File: src/rtl/dram_read_dma.sv
// dram_read_dma
// Read-side DMA engine. Takes one (base address, word count) command, issues
// single-word Avalon-style DRAM reads (honouring DRAM_WaitRequest) and streams
// the returned words out of a small show-ahead FIFO on a valid/ready port.
//
// Optional feature macro: DMA_ALIGN_CHECK_EN
//   defined   : a command with cmd_addr[1:0] != 0 is consumed without reads,
//               and err/done pulse together on the next cycle.
//   undefined : cmd_addr[1:0] is forced to 0 on latch and err is tied 0.
//
// Ports:
//   clock, reset          sole clock, asynchronous active-low reset
//   cmd_valid/cmd_ready   command handshake (ready while idle)
//   cmd_addr, cmd_len     first word byte address, number of 32-bit words
//   DRAM_*                Avalon-style master read port
//   out_valid/out_ready   output stream handshake
//   out_data, out_last    FIFO head word, head is final word of the command
//   busy                  command in progress
//   done                  one-cycle completion pulse
//   err                   one-cycle misalignment pulse (check build only)
module dram_read_dma #(
  parameter int FIFO_DEPTH = 4,
  parameter int LEN_W      = 16
) (
  input  logic             clock,
  input  logic             reset,
  input  logic             cmd_valid,
  output logic             cmd_ready,
  input  logic [31:0]      cmd_addr,
  input  logic [LEN_W-1:0] cmd_len,
  input  logic             DRAM_WaitRequest,
  output logic             DRAM_Read,
  output logic [31:0]      DRAM_Address,
  output logic [3:0]       DRAM_ByteEnable,
  input  logic [31:0]      DRAM_ReadData,
  output logic             out_valid,
  input  logic             out_ready,
  output logic [31:0]      out_data,
  output logic             out_last,
  output logic             busy,
  output logic             done,
  output logic             err
);

  localparam int PTR_W = (FIFO_DEPTH > 1) ? $clog2(FIFO_DEPTH) : 1;
  localparam int CNT_W = PTR_W + 1;
  localparam logic [CNT_W-1:0] FULL = CNT_W'(FIFO_DEPTH);

  typedef enum logic [1:0] {IDLE, READ, DRAIN} state_t;

  state_t           state;
  logic [31:0]      rd_addr;
  logic [LEN_W-1:0] remaining;
  logic [PTR_W-1:0] wr_ptr;
  logic [PTR_W-1:0] rd_ptr;
  logic [CNT_W-1:0] count;

  logic [31:0]           data_mem [FIFO_DEPTH];
  logic [FIFO_DEPTH-1:0] last_bits;

  logic push;
  logic pop;

  // Reads are only requested while words remain and the FIFO has room, so a
  // completed read can always be stored without a skid buffer.
  assign DRAM_Read       = (state == READ) && (remaining != '0) && (count != FULL);
  assign DRAM_Address    = rd_addr;
  assign DRAM_ByteEnable = 4'hF;

  assign push = DRAM_Read && !DRAM_WaitRequest;
  assign pop  = out_valid && out_ready;

  // Head outputs are gated by occupancy so stale entries never leak out.
  assign out_valid = (count != '0);
  assign out_data  = out_valid ? data_mem[rd_ptr] : 32'h0;
  assign out_last  = out_valid && last_bits[rd_ptr];
  assign busy      = (state != IDLE);

  // FIFO storage carries no reset; occupancy gating makes its contents moot.
  always_ff @(posedge clock) begin
    if (push) begin
      data_mem[wr_ptr]  <= DRAM_ReadData;
      last_bits[wr_ptr] <= (remaining == LEN_W'(1));
    end
  end

`ifdef DMA_ALIGN_CHECK_EN
  logic err_q;
  assign err = err_q;
`else
  assign err = 1'b0;
`endif

  // Control FSM, address/length counters and FIFO pointers.
  always_ff @(posedge clock or negedge reset) begin
    if (!reset) begin
      state     <= IDLE;
      cmd_ready <= 1'b0;
      rd_addr   <= 32'h0;
      remaining <= '0;
      wr_ptr    <= '0;
      rd_ptr    <= '0;
      count     <= '0;
      done      <= 1'b0;
`ifdef DMA_ALIGN_CHECK_EN
      err_q     <= 1'b0;
`endif
    end else begin
      done <= 1'b0;
`ifdef DMA_ALIGN_CHECK_EN
      err_q <= 1'b0;
`endif
      if (push) wr_ptr <= wr_ptr + 1'b1;
      if (pop)  rd_ptr <= rd_ptr + 1'b1;
      if (push && !pop)      count <= count + 1'b1;
      else if (pop && !push) count <= count - 1'b1;

      case (state)
        IDLE: begin
          cmd_ready <= 1'b1;
          if (cmd_valid) begin
            rd_addr <= cmd_addr & 32'hFFFF_FFFC;
`ifdef DMA_ALIGN_CHECK_EN
            if (cmd_addr[1:0] != 2'b00) begin
              err_q <= 1'b1;
              done  <= 1'b1;
            end else
`endif
            if (cmd_len == '0) begin
              done <= 1'b1;
            end else begin
              remaining <= cmd_len;
              state     <= READ;
              cmd_ready <= 1'b0;
            end
          end
        end
        READ: begin
          if (push) begin
            rd_addr   <= rd_addr + 32'd4;
            remaining <= remaining - 1'b1;
            if (remaining == LEN_W'(1)) state <= DRAIN;
          end
        end
        DRAIN: begin
          if (pop && out_last) begin
            done      <= 1'b1;
            state     <= IDLE;
            cmd_ready <= 1'b1;
          end
        end
        default: state <= IDLE;
      endcase
    end
  end

endmodule

File: config.mk
export PLATFORM = sky130hd
export DESIGN_NAME = dram_read_dma
export DESIGN_NICKNAME = d
export VERILOG_FILES = /design/src/rtl/dram_read_dma.sv
export SDC_FILE = /design/constraint.sdc
export NUM_CORES = 1
export LEC_CHECK = 0
export CORE_MARGIN = 4
export CORE_UTILIZATION = 53
export DETAILED_ROUTE_END_ITERATION = 10
export GPL_ROUTABILITY_DRIVEN = 1
export PLACE_DENSITY = 0.84
export SLEW_MARGIN = 0
export SYNTH_ARGS = -nofsm -noshare
export SYNTH_HDL_FRONTEND = slang
export SYNTH_SLANG_ARGS = --single-unit
export TNS_END_PERCENT = 50
File: constraint.sdc
create_clock -name clock -period 3.1 [get_ports clock]
set_input_delay 0.31 -clock clock [delete_from_list [all_inputs] [get_ports clock]]
set_output_delay 0.31 -clock clock [all_outputs]
set_load 0.03 [all_outputs]
# After elaboration in Yosys (flattened, before gate mapping)
# Memory sizes are Yosys's and may differ from the RTL's.
# Index checks and enable logic that the tools add are counted.
[totals]
reg_bits = 63
ramBits = 128
mem_count = 1
[memory_table]
columns = ["memory", "words", "width", "read_ports", "rd_ports_with_merged_regs", "wr", "line", "rtl"]
rows = [
  ["data_mem", 4, 32, 1, 0, 1, "58", "logic [31:0] data_mem [FIFO_DEPTH];"],
]
[classes]
n_addsub = 6
order_cmp = 3
eq_ne = 9
muxes = 30
n_reduce_logical = 24
[op_table]
columns = ["operator", "n"]
rows = [
  ["32-bit two-way mux", 3],
  ["32-bit case mux with 2 select lines", 1],
  ["16-bit two-way mux", 3],
  ["32-bit by 3-bit adder with 32-bit output (second input constant)", 1],
  ["16-bit case mux with 2 select lines", 1],
  ["16-bit by 1-bit equality test with 1-bit output (second input constant)", 1],
  ["16-bit zero test", 1],
  ["16-bit nonzero test", 1],
  ["16-bit by 1-bit subtractor with 16-bit output (second input constant)", 1],
  ["2-bit two-way mux", 5],
  ["1-bit logical AND", 9],
  ["1-bit two-way mux", 9],
  ["2-bit inequality test (second input constant)", 4],
  ["2-bit nonzero test", 4],
  ["2-bit by 3-bit less-than comparator with 1-bit output (second input constant)", 2],
  ["3-bit two-way mux", 2],
  ["2-bit case mux with 3 select lines", 1],
  ["5-bit AND reduction", 1],
  ["2-bit by 1-bit adder with 2-bit output (second input constant)", 2],
  ["4-bit bitwise mux", 1],
  ["1-bit case mux with 2 select lines", 2],
  ["4-bit AND reduction", 1],
  ["3-bit by 1-bit adder with 3-bit output (second input constant)", 1],
  ["1-bit zero test", 3],
  ["12 further kinds", 12],
]

# Depth between registers and ports, before layout
# Gate-level depths: netlist (run 1).
[logic_depth]
word_depth = 8
ltp_mapped = 11
ltp_nobuf = 11

# Worst setup path after synthesis (run 1)
# OpenSTA, ideal clock, no wires.
[synth_path]
path_type = "register to register"
start = "register remaining[0]"
end = "register count[1]"
setup_ns = 0.125
t_arrival_ns = 2.341
path_slack_ns = 0.634
path_stages_with_launch = 10
path_buffers = 0
path_cell_list = "dfrtp_1 inv_1 ha_1 nor3b_2 and4_4 nor2_2 ha_1 inv_1 fa_1 mux2_2"
[synth_between]
elab_chain_len = 7
word_cells_on_any_way = 9
cone_classes = "mux: 1; reduce/logical: 8"
[synth_rtl]
columns = ["item", "line", "rtl"]
rows = [
  ["start, declared", "53", "logic [LEN_W-1:0] remaining;"],
  ["start signal, assigned", "132", "remaining <= cmd_len;"],
  ["start signal, assigned", "141", "remaining <= remaining - 1'b1;"],
  ["16-bit nonzero test (*)", "66", "assign DRAM_Read = (state == READ) && (remaining != '0) && (count != FULL);"],
  ["1-bit logical AND (*) (2 in a row)", "66", ""],
  ["1-bit logical AND (*)", "70", "assign push = DRAM_Read && !DRAM_WaitRequest;"],
  ["named net push", "61", "logic push;"],
  ["1-bit zero test", "116", "else if (pop && !push) count <= count - 1'b1;"],
  ["1-bit logical AND", "116", ""],
  ["2-bit nonzero test (no source line)", "n/a", ""],
  ["end signal, assigned", "115", "if (push && !pop) count <= count + 1'b1;"],
  ["end signal, assigned", "116", ""],
  ["end, declared", "56", "logic [CNT_W-1:0] count;"],
]
# The timed path passes the listed nets; every way through them passes the cells marked *.
# A chain may end at the register's enable or synchronous reset.

# Worst setup path in the final report (run 1)
[layout_path]
start = "register rd_ptr[0]"
end = "output out_data[12]"
[layout_between]
elab_chain_len = 2
[layout_rtl]
columns = ["item", "line", "rtl"]
rows = [
  ["start, declared", "55", "logic [PTR_W-1:0] rd_ptr;"],
  ["start signal, assigned", "114", "if (pop) rd_ptr <= rd_ptr + 1'b1;"],
  ["memory read 4 x 32 bit", "n/a", ""],
  ["32-bit two-way mux", "75", "assign out_data = out_valid ? data_mem[rd_ptr] : 32'h0;"],
  ["end, declared", "38", "output logic [31:0] out_data,"],
]
# No other way between the ends.

==> metrics, run 1 <==
status=finished clean; layout cells sized above 1=0.146; Die W=~140 um; standard-cell rows=46; routability-driven placement congestion ratio=slightly below 0.9; post-CTS sizing=0; cell depth of the worst setup path=4; initial antenna violation count=1; GRT Total Usage=0.232; vias per cell=~6; # H-tree levels=4; Total Nets Final=roughly 900; height of the die=137 um; fill cell count=roughly 1100; minimum clock period=about 2.9 ns; FFs w/ async S/R, synth=0.302; Post-synth top flop=edfxtp_1; cts-stage hold buffer count=1; Die Area=between 0.015 and 0.02 sq mm; setup tns final=0 ns; Worst Clk Skew=a little over 0.009 ns; Netlist cell types=70; synthesized cell area=just under 0.009 sq mm; Crit Path Category=flip-flop to output port; sequential area share after synthesis=0.615; CP Capture Type=output port; DRT iter0 DRCs=between 400 and 500; ant diodes=0; post-route clock period utilization=0.920; Syn-to-layout area delta=26.6%; initial core utilization=0.546; Worst Path Required=approximately 2.8 ns; DRC Markers=0; CTS max path bufs=2; final-report hold violation count=0; WL final=around 21000 um; Post-synth EDFFs=roughly 130; first-pass GRT wire length=approximately 34000 um; Reg clk slew, reported paths=about 0.070 ns; syn_area_per_cell=13.5 sq um; Core ar.=between 0.015 and 0.02 sq mm; total grt overflow=0; Boundary Pins=160; DRT Pass-1 Iters=5; CTS tree=built; leakage power total=3.93 nW; total clock sinks=189; startpoint types=flip-flop; Power Total=0.0103 W; worst slew margin relative to its limit=0.560; number of buffers and inverters on the critical path=2; Num CTS Buffers=17; VDD IR max=a little over 0.0006 V; WL/cell=slightly above 20 um; root buffer cell=clkbuf_16; crit path max fanout=16; Vias=6255; Final Setup Violations=0; Max Cap Viol=0; most frequent cells in the layout=clkdlybuf4s50_1, edfxtp_1, dfrtp_1; reg2reg end=count[2]$_DFFE_PN0P_; Port Buf Inserts=150; cells on worst reg2reg path=9; pwr/cell area=927 mW/mm^2; unrepaired setup endpoints after global routing=no; maximum number of pins on one net before global-route repair=46; Mapped Cells=between 600 and 700; Ys Warns=0; f_max=approximately 350 MHz; Seq cells post-synth=around 190; Reg-to-Reg Start=state[1]$_DFFE_PN0P_; Worst Path Arrival=2.54 ns; post-route ant nets=0; crit-path cells=buf_12, mux4_2, and2_1, clkdlybuf4s50_1; Worst Tran Pin Value=between 0.6 and 0.7 ns; clk_lat worst skew=approximately 0.42 ns; max-slew violation count=0; commonest non-fill, non-tap cell in the layout=clkdlybuf4s50_1; area of the multi-input gates=~0.0031 sq mm; vias in the first global route=between 6000 and 7000; Post-CTS Setup Bufs=0; Worst Hold Class=input port to async pin; hpwl dp=between 10000 and 15000 um; Reg area=0.00539 sq mm; slowest stage delay, CP=0.59 ns; cell family with most CP delay=buffers and inverters; Register-to-Register Setup Slack=0.52 ns; CP max-delay cell=dfrtp_2
==> stage by stage <==
stage	instance area (sq um)	setup WS [ns]	util	hold WS, ns	std cells
6_report	11100	0.247	0.692	0.439	1033
5_1_grt	11100	0.116	0.692	0.481	1033
4_1_cts	11100	0.185	0.692	0.433	1033
3_5_place_dp	10500	0.448	0.657	0.378	1000
3_3_place_gp	10500	0.468	0.657	0.363	1000
2_1_floorplan	8790	0.634	-	0.0144	656
==> state kept, by name, summed over array words and instances (netlist names), 2 cells and up <==
register	cells
data_mem	128
count	3
state	2
wr_ptr	2
remaining	16
last_bits	4
DRAM_Address	30
rd_ptr	2
==> worst max-delay path by stage <==
| stage | slack (ns) | from | endpoint |
|---|---|---|---|
| 6_report | 0.25 | rd_ptr[0]$_DFFE_PN0P_ | out_data[12] |
| 5_1_grt | 0.12 | rd_ptr[0]$_DFFE_PN0P_ | out_data[17] |
| 4_1_cts | 0.18 | rd_ptr[0]$_DFFE_PN0P_ | out_data[17] |
| 3_5_place_dp | 0.45 | DRAM_WaitRequest | count[2]$_DFFE_PN0P_ |
| 3_3_place_gp | 0.47 | DRAM_WaitRequest | count[2]$_DFFE_PN0P_ |
| 2_1_floorplan | 0.63 | remaining[0]$_DFFE_PN0P_ | count[1]$_DFFE_PN0P_ |
==> layer usage <==
layer / GRT usage / wire length [um] / vias up
met4: 0.0622 / 199 / 2
met2: 0.388 / 10500 / 302
met3: 0.0629 / 1810 / 23
met1: 0.303 / 8280 / 3103
li1: - / - / 2825
met5: 0 / 7 / -
==> cell type report <==
| class | instances | area share |
|---|---|---|
| Clock buffer | 18 | 0.0386 |
| Clock inverter | 14 | 0.0107 |
| Inverter | 9 | 0.00304 |
| Multi-Input combinational cell | 412 | 0.283 |
| Sequential cell | 189 | 0.485 |
| Tap cell | 216 | 0.0243 |
| Timing Repair Buffer | 175 | 0.155 |
==> power by group <==
part | leakage (nW) | total, W | internal, W | switching (W)
Sequential | 1.90 | 0.00389 | 0.00335 | 0.000539
Combinational | 1.76 | 0.00436 | 0.00199 | 0.00237
Clock | 0.266 | 0.00205 | 0.00106 | 0.000989
==> synth_stat cells (4+ instances only) <==
| cell type | instances | area share |
|---|---|---|
| edfxtp_1 | 132 | 0.45 |
| dfrtp_1 | 57 | 0.16 |
| a21oi_1 | 51 | 0.029 |
| nand2_1 | 39 | 0.017 |
| and2_1 | 36 | 0.026 |
| o21ai_0 | 34 | 0.019 |
| mux4_2 | 33 | 0.085 |
| nor2_1 | 32 | 0.014 |
| nand3_1 | 24 | 0.014 |
| clkbuf_1 | 21 | 0.0090 |
| nand4_1 | 16 | 0.011 |
| o22ai_1 | 15 | 0.011 |
| a31oi_1 | 11 | 0.0078 |
| buf_4 | 11 | 0.0094 |
| buf_2 | 9 | 0.0051 |
| inv_1 | 9 | 0.0039 |
| nor4_1 | 9 | 0.0064 |
| ha_1 | 8 | 0.011 |
| and3_1 | 7 | 0.0050 |
| nor3_1 | 7 | 0.0040 |
| a2bb2oi_1 | 6 | 0.0060 |
| or3_1 | 5 | 0.0036 |
| nand2b_1 | 4 | 0.0029 |
| o2bb2ai_1 | 4 | 0.0040 |
| xnor2_1 | 4 | 0.0040 |
==> kinds of logic (layout without fill, tap and decap cells) <==
group           Yosys count  after routing  synth area share
xor+xnor                  6              6           0.00599
compound gates          151            151             0.112
flops                   189            189             0.615
mux                      36             36            0.0883
fa+ha+maj                 9              9            0.0137
other cells               2              7          0.000856
buf+inv                  55            216            0.0312
simple gates            203            203             0.133
==> worst register-to-register path, stage by stage, from the launching register on <==
cell and delay (ns):
dfrtp_1 0.53, nand2b_1 0.23, or3_4 0.38, nor2_2 0.30, ha_1 0.24, inv_1 0.06
fa_1 0.37, xor2_1 0.15, nor2_1 0.11, xor2_1 0.16
No activity file was read; power rests on OpenSTA's default activity.
==> inputs of run 2 (changes only) <==
==> constraint.sdc (replaced) <==
create_clock -name clock -period 3.1 [get_ports clock]
set_input_delay 0.31 -clock clock [delete_from_list [all_inputs] [get_ports clock]]
set_output_delay 0.31 -clock clock [all_outputs]
set_load 0.005 [all_outputs]
==> run 2 against run 1 <==
Combinational power decreased by 22%. Die area unchanged. Non-clock buffer count decreased by 2. Global-route usage decreased by 0.29 points. Largest power group is now registers. Sequential power about the same. Register-to-register slack got worse by 0.07 ns. Clock skew increased by 0.0047 ns. Largest cell class unchanged. Critical path depth unchanged. Worst hold slack improved by 0.0064 ns. Final area about the same. Utilization decreased by 0.055 points. Clock-buffer cell count unchanged.
==> metrics, run 2 (same netlist as run 1, synthesis figures left out) <==
vias in the first global route=6342 (-2.0%); Worst Clk Skew=0.0137 ns (+0.00470 ns); WL final=20800 um (-0.18%); worst slew margin relative to its limit=0.506 (-0.0534); DRC Markers=0 (unchanged); worst slack at placement=0.405 ns (-0.0431 ns); Reg clk slew, reported paths=0.07 ns (about the same); cells on worst reg2reg path=9 (unchanged); Max Cap Viol=0 (unchanged); Syn-to-layout area delta=26.5% (about the same); most frequent cells in the layout=clkdlybuf4s50_1, edfxtp_1, dfrtp_1; final design utilization=0.691 (about the same); f_max=350 MHz (-0.16%); Die Area=0.0187 sq mm (unchanged); layout cells sized above 1=0.145 (-0.000870); leakage power total=3.93 nW (about the same); vias per cell=6.09 (+0.56%); Biggest register=data_mem; Final Setup Violations=0 (unchanged); maximum number of pins on one net before global-route repair=46 (unchanged); Worst Tran Pin Value=0.740 ns (+0.0801 ns); CP Capture Type=output port; unrepaired setup endpoints after global routing=no; startpoint types=flip-flop; WL/cell=20.1 um (about the same); GRT Total Usage=0.230 (-0.00288); standard-cell rows=46 (unchanged); Num CTS Buffers=17 (unchanged); first-pass GRT wire length=33200 um (-2.2%); DRT Pass-1 Iters=5 (unchanged); routability-driven placement congestion ratio=0.884 (-0.69%); Boundary Pins=160 (unchanged); Worst Path Required=2.79 ns (about the same); Post-CTS Setup Bufs=0 (unchanged); post-route clock period utilization=0.922 (+0.00149); max FFs per register=128 (unchanged); initial core utilization=0.546 (unchanged); VDD IR max=0.000420 V (-32%); DRT iter0 DRCs=449 (+8.7%); total grt overflow=0 (unchanged); Vias=6278 (+0.37%); Total Nets Final=896 (-0.22%); Die W=137 um (unchanged); Setup WS post-layout=0.243 ns (-0.00460 ns); final-report hold violation count=0 (unchanged); max-slew violation count=0 (unchanged); Reg area=0.00539 sq mm (unchanged); Port Buf Inserts=150 (unchanged); Crit Path Category=flip-flop to output port; area of the multi-input gates=0.00314 sq mm (unchanged); crit path max fanout=23 (+7); minimum clock period=2.86 ns (+0.00460 ns); Worst Hold Class=input port to flip-flop; CTS max path bufs=2 (unchanged); pwr/cell area=850 mW/mm^2 (-8.3%); total clock sinks=189 (unchanged); hold depth=3; Core ar.=0.0161 sq mm (unchanged); # H-tree levels=4 (unchanged); initial antenna violation count=2 (+1); Worst Path Arrival=2.55 ns (about the same); commonest non-fill, non-tap cell in the layout=clkdlybuf4s50_1; root buffer cell=clkbuf_16; Placed Cells incl. Taps=998 (-0.20%); clk_lat worst skew=0.43 ns (about the same); hpwl dp=13600 um (-2.7%); Final Non-Filler Cells=1031 (-0.19%); height of the die=137 um (unchanged); setup tns final=0 ns (unchanged); status=finished clean; CTS tree=built; ant diodes=0 (unchanged); fill cell count=1050 (-0.57%); post-route ant nets=0 (unchanged)
[run 2: worst paths after layout]
check	from	endpoint	slack (ns)
setup / recovery	rd_ptr[0]$_DFFE_PN0P_	out_data[29]	0.24
hold / removal	cmd_addr[3]	DRAM_Address[3]$_DFFE_PN0P_	0.45
setup reg to reg	state[1]$_DFFE_PN0P_	count[2]$_DFFE_PN0P_	0.45
hold reg to reg	count[2]$_DFFE_PN0P_	count[2]$_DFFE_PN0P_	0.50
max in group asynchronous	reset	remaining[5]$_DFFE_PN0P_	1.85
min in group asynchronous	reset	remaining[9]$_DFFE_PN0P_	0.47
[run 2: what timing repair did]
item,CTS,global route
gates resized for setup,0,0
endpoints found under the setup margin,0,0
hold buffers,1,0
endpoints found under the hold margin,29,0
[run 2: routing by layer]
| layer | share of wire | global-route usage | up-vias |
|---|---|---|---|
| li1 | - | - | 2823 |
| met1 | 0.40 | 0.301 | 3100 |
| met2 | 0.50 | 0.379 | 321 |
| met3 | 0.088 | 0.0614 | 30 |
| met4 | 0.012 | 0.0683 | 4 |
| met5 | 0.0010 | 0 | - |
[run 2: final cells by class]
cell class	instances	area share
multi-input combinational	412	0.283
inverter	9	0.00304
sequential	189	0.486
timing repair buffer	173	0.152
clock inverter	14	0.0135
tap	216	0.0244
clock buffer	18	0.0387
[run 2: where the power goes]
group	internal, W	leakage (nW)	switching [W]
logic	0.00195	1.74	0.00147
clock network	0.00114	0.285	0.000986
registers	0.00335	1.90	0.000526
total	0.00645	3.93	0.00299
[run 2: worst max-delay path: stages, from the launching register on]
cell	delay (ns)
dfrtp_2	0.65
buf_12	0.28
mux4_2	0.53
and2_1	0.19
clkdlybuf4s50_1	0.45
[run 2: per-stage QoR]
| step | hold slack, ns | cell area [sq um] | power, W |
|---|---|---|---|
| floorplan | 0.0144 | 8790 | 0.00566 |
| global placement | 0.408 | 10500 | 0.00719 |
| detailed placement | 0.404 | 10500 | 0.00734 |
| CTS | 0.430 | 11100 | 0.00950 |
| global route | 0.493 | 11100 | 0.00996 |
| finish | 0.446 | 11100 | 0.00943 |
==> inputs of run 3 (changes only) <==
--- a/config.mk
+++ b/config.mk
@@ -9,6 +9,7 @@
 export CORE_UTILIZATION = 53
 export DETAILED_ROUTE_END_ITERATION = 10
 export GPL_ROUTABILITY_DRIVEN = 1
+export GPL_TIMING_DRIVEN = 0
 export PLACE_DENSITY = 0.84
 export SLEW_MARGIN = 0
 export SYNTH_ARGS = -nofsm -noshare
==> run 3 against run 2 <==
Via count grew 3.7%. Largest power group unchanged. Clock-buffer cell count grew 1. Worst setup slack lost 0.062 ns. Sequential power shrank 1%. Non-clock buffer count grew 25. Sequential cell count is the same. Combinational power grew 2%. Clock skew shrank 0.0014 ns. Register-to-register slack lost 0.19 ns. Critical path type unchanged.
==> metrics, run 3 (same netlist as run 1, synthesis figures left out) <==
hpwl dp=15200 um (+12%); post-route clock period utilization=0.942 (+0.0199); most frequent cells in the layout=clkdlybuf4s50_1, edfxtp_1, dfrtp_1; crit-path cells=clkbuf_1, clkbuf_1, mux4_2, and2_1, clkdlybuf4s50_1; sequential share of power=0.408 (-0.003); final-report hold violation count=0 (unchanged); CP most frequent cell=clkbuf_1; total grt overflow=0 (unchanged); unrepaired setup endpoints after global routing=no; pwr/cell area=844 mW/mm^2 (-0.72%); standard-cell rows=46 (unchanged); commonest non-fill, non-tap cell in the layout=clkdlybuf4s50_1; slowest stage delay, CP=0.52 ns (-0.13 ns); GRT Total Usage=0.246 (+0.0163); first-pass GRT wire length=35200 um (+6.2%); maximum number of pins on one net before global-route repair=34 (-26%); setup tns final=0 ns (unchanged); Syn-to-layout area delta=27.3%; layout cells sized above 1=0.139 (-0.00550); Net Sw Frac=0.317 (about the same); DRT Pass-1 Iters=7 (+2); max-slew violation count=0 (unchanged); Worst Hold Class=input port to async pin; Port Buf Inserts=150 (unchanged); Worst Clk Skew=0.0123 ns (-0.00142 ns); Worst Path Required=2.79 ns (about the same); internal power=0.00644 W (-0.13%); Crit Path Category=flip-flop to output port; Vias=6510 (+3.7%); CP Capture Type=output port; Num CTS Buffers=17 (unchanged); clk_lat worst skew=0.43 ns (about the same); CTS tree=built; post-route ant nets=0 (unchanged); Reg-to-Reg Start=remaining[0]$_DFFE_PN0P_; Total Nets Final=921 (+2.8%); Sw Pwr=0.00298 W (-0.10%); WL/cell=21.1 um (+4.7%); Core ar.=0.0161 sq mm (unchanged); Biggest register=data_mem; Die W=137 um (unchanged); status=finished clean; f_max=343 MHz (-2.1%); Boundary Pins=160 (unchanged); WL final=22300 um (+7.2%); VDD IR max=0.000444 V (+5.9%); Max Cap Viol=0 (unchanged); vias per cell=6.16 (+1.2%); DRC Markers=0 (unchanged); total clock sinks=189 (unchanged); root buffer cell=clkbuf_16; ant diodes=0 (unchanged); routability-driven placement congestion ratio=0.954 (+7.9%); Final Setup Violations=0 (unchanged); crit path max fanout=10 (-57%); leakage power total=3.94 nW (+0.38%); Power Total=0.00942 W (-0.12%); power share of the clock group=0.222 (-0.004); initial core utilization=0.546 (unchanged); Reg area=0.00539 sq mm (about the same); worst slew margin relative to its limit=0.428 (-0.0783); CTS max path bufs=2 (unchanged); DRT iter0 DRCs=699 (+56%); # H-tree levels=4 (unchanged); Reg clk slew, reported paths=0.07 ns (about the same); area of the multi-input gates=0.00314 sq mm (about the same); Worst Tran Pin Value=0.858 ns (+0.117 ns); vias in the first global route=6556 (+3.4%); fill cell count=1084 (+3.2%); startpoint types=flip-flop; Worst Path Arrival=2.61 ns (+0.06 ns); Combinational Power Share=0.370 (+0.007); CP max-delay cell=clkbuf_1; height of the die=137 um (unchanged); max FFs per register=128 (unchanged); Die Area=0.0187 sq mm (unchanged); crit path from=rd_ptr[1]$_DFFE_PN0P_; initial antenna violation count=0 (-2); Register-to-Register Setup Slack=0.26 ns (-0.19 ns); minimum clock period=2.92 ns (+0.0617 ns)
[run 3: worst max-delay path: cells and delay by family (launching register included)]
family,cells,cell delay (ns)
buffers and inverters,3,1.28
DFF,1,0.32
muxes,1,0.40
and+or+nand+nor,1,0.18
[run 3: path summary, 6_finish.rpt]
| check | to | cells after the start |
|---|---|---|
| setup reg to reg | count[1]$_DFFE_PN0P_ | 9 |
| min in group clock | DRAM_Address[3]$_DFFE_PN0P_ | 3 |
| setup / recovery | out_data[3] | 5 |
| max in group asynchronous | DRAM_Address[27]$_DFFE_PN0P_ | 3 |
| hold / removal | remaining[6]$_DFFE_PN0P_ | 2 |
| hold reg to reg | count[2]$_DFFE_PN0P_ | 1 |
[run 3: stage by stage]
| step | utilization | cell area, sq um | instances | hold slack [ns] | setup slack (ns) |
|---|---|---|---|---|---|
| after floorplan | - | 8790 | 656 | 0.0144 | 0.634 |
| after global placement | 0.658 | 10600 | 1022 | 0.467 | -0.169 |
| after detailed placement | 0.659 | 10600 | 1023 | 0.406 | 0.174 |
| after CTS | 0.695 | 11200 | 1056 | 0.457 | 0.0581 |
| after global routing | 0.695 | 11200 | 1056 | 0.485 | 0.0182 |
| final | 0.695 | 11200 | 1056 | 0.469 | 0.181 |
[run 3: final cells by class]
cell class,count,area share
Clock buffer,19,0.0388
Clock inverter,13,0.0118
Timing Repair Buffer,152,0.137
Tap cell,216,0.0242
Multi-Input combinational cell,412,0.281
Inverter,9,0.00303
Buffer,46,0.0217
Sequential cell,189,0.483
[run 3: timing repair]
item | CTS | global route
hold endpoints to repair | 29 | 0
buffers inserted | 0 | 0
hold buffers | 1 | 0
gates resized for setup | 0 | 5
setup endpoints to repair | 0 | 13
[run 3: metal layers]
layer  track usage  vias up  share of wire
met5             0        -              0
met1         0.332     3201           0.40
met4        0.0795        0          0.018
li1              -     2864              -
met2         0.394      389           0.49
met3        0.0625       56          0.097
[run 3: power by group through the flow]
stage / sequential, W / combinational [W] / clock (W)
2_1_floorplan: 0.00375 / 0.00191 / 0
3_3_place_gp: 0.00382 / 0.00342 / 0
3_5_place_dp: 0.00386 / 0.00349 / 0
4_1_cts: 0.00382 / 0.00353 / 0.00213
5_1_grt: 0.00391 / 0.00381 / 0.00223
6_report: 0.00384 / 0.00349 / 0.00209
==> variant: new RTL, flow settings as in run 1 <==
Make the reset (`reset`) synchronous in one clocked block. Comments in the files are not updated.
--- a/src/rtl/dram_read_dma.sv
+++ b/src/rtl/dram_read_dma.sv
@@ -92,7 +92,7 @@
 `endif
 
   // Control FSM, address/length counters and FIFO pointers.
-  always_ff @(posedge clock or negedge reset) begin
+  always_ff @(posedge clock) begin
     if (!reset) begin
       state     <= IDLE;
       cmd_ready <= 1'b0;
Function: differs if reset is asserted again (counterexample within 4 cycles, from zero or initial values and one cycle with reset low); with reset held inactive, the same outputs for 4 cycles.
==> variant against run 1 <==
- total power down 22%
- synthesized area fell by 0.77%
- wire length is 2.4% higher
- worst setup slack got worse by 0.088 ns
- critical path depth up 2
- sequential cell count up 2
- first-iteration DRC count up 38%
- cell area fell by 0.46%
- final cell count rose by 4.4%
- critical path type unchanged
==> variant: results (changes against run 1) <==
outcome:
  status: "finished, final reports clean"
power:
  clk-power_uw: 2250  # +9.8%
  p_sw_frac: 0.3356  # -0.04274
  cellLeakagePower_uw: 0.003706  # -5.6%
  ir_worst_vdd_v: 0.0004279  # -31%
  seqPwrFrac: 0.377  # about the same
grt:
  antenna_found_initial: 0  # -1
  grt_pass1_vias: 6206  # -4.1%
  use_met2: 0.3737  # -0.01431
  use_met1: 0.3074  # +0.004214
  met3_usage: 0.04663  # -0.01624
  grt_pass1_wl_um: 32970  # -2.8%
  grt_max_degree: 96  # +110%
  grt_usage: 0.2300  # -0.002530
place:
  place_inst: 1046  # +4.6%
  dpl-instance-area_mm2: 0.01043  # -1.1%
  globalplace.congestion: 0.8239  # -7.4%
  hpwl_um: 13590  # -2.6%
logic_synthesis:
  syn_inst: 712  # +9.4%
  synthXorXnorAreaFrac: 0.005032  # -0.0009598
  yosysSeqAreaShare: 0.5911  # -0.02341
  synth_cell_type_count: 54  # -23%
  netlist.area_leader.share: 0.4554  # +0.003508
  synth_compound_area_frac: 0.1221  # +0.009927
  synth-adder-area-share: 0.01380  # +0.0001063
  synthTopCellsByCount: "edfxtp_1, dfxtp_1, nand2_1"
  synth.mux.area_fraction: 0.08654  # -0.001758
  ys_top_cells_by_area: "edfxtp_1, dfxtp_1, mux4_2"
  synth-async-reset-ratio: 0  # -0.3016
layout:
  drive_gt1_frac: 0.1137  # -0.03197
  instances_no_fill: 1078  # +4.4%
  fillers: 1164  # +10%
  final_nets: 943  # +5.0%
routing:
  wl_met2_um: 10640  # +1.2%
  met3_length_um: 1532  # -15%
  drt_wl_total_um: 21300  # +2.4%
  via_count: 6524  # +4.3%
  m1WireLength_um: 8512  # +2.8%
  drt_iter0_drc: 572  # +38%
  highest_layer: "met4"
setup_path:
  reg2reg_slack_ns: 0.17  # -0.35 ns
  setup.worst_path.end: "DRAM_Read"
  cp_max_fo: 4  # -12
  rr_worst_depth: 12  # +3
  crit_path_start: "remaining[1]$_SDFFE_PN0P_"
  arrival_ns: 2.63  # +0.09 ns
  timing.rr.end: "count[2]$_SDFFE_PN0P_"
cts:
  clk_latency_ns: 0.43
  h-tree-depth: 4  # unchanged
  clockRootBuffer: "clkbuf_16"
  cts_buffer_depth: 2  # unchanged
  cts_setup_buffers: 0  # unchanged
  cts_resized: 1  # +1
worst_hold_path:
  hold_depth: 2
  hp-class: "flop to flop"
timing:
  finalClockSkew_ns: 0.01050  # +0.001446 ns
  relSlewSlack: 0.3888  # -0.1711
  whs_ns: 0.4884  # +0.04899 ns
variant: changes by cell type after synthesis, sizes merged, moves of 9 or more:
cell    delta
dfxtp     +59
o22ai      -9
nor2      +10
clkbuf    +13
o21ai     -12
o32ai      +9
o31ai     +11
a21o      +10
nand2     +17
dfrtp     -57
variant: critical path, cell delays in order, from the launching register on:
cell and delay, ns:
dfxtp_1 0.34, inv_1 0.09, ha_2 0.20, or4b_2 0.58
or4_4 0.44, and3_1 0.18, dlygate4sd2_1 0.36
variant: cell type report:
type / instances / area (µm²) / area share
tap: 216 / 270.3 / 0.02445
multi-input combinational: 459 / 3284 / 0.2971
inverter: 10 / 37.54 / 0.003396
sequential: 191 / 5146 / 0.4655
clock buffer: 17 / 425.4 / 0.03848
clock inverter: 15 / 190.2 / 0.01720
timing repair buffer: 170 / 1700 / 0.1538
variant: per-stage QoR:
step                worst slack, ns  power [µW]
floorplan                    0.2251        4743
global placement             0.2592        5736
detailed placement           0.1643        5799
CTS                         0.09613        8035
global route                0.01593        8348
finish                       0.1595        8002
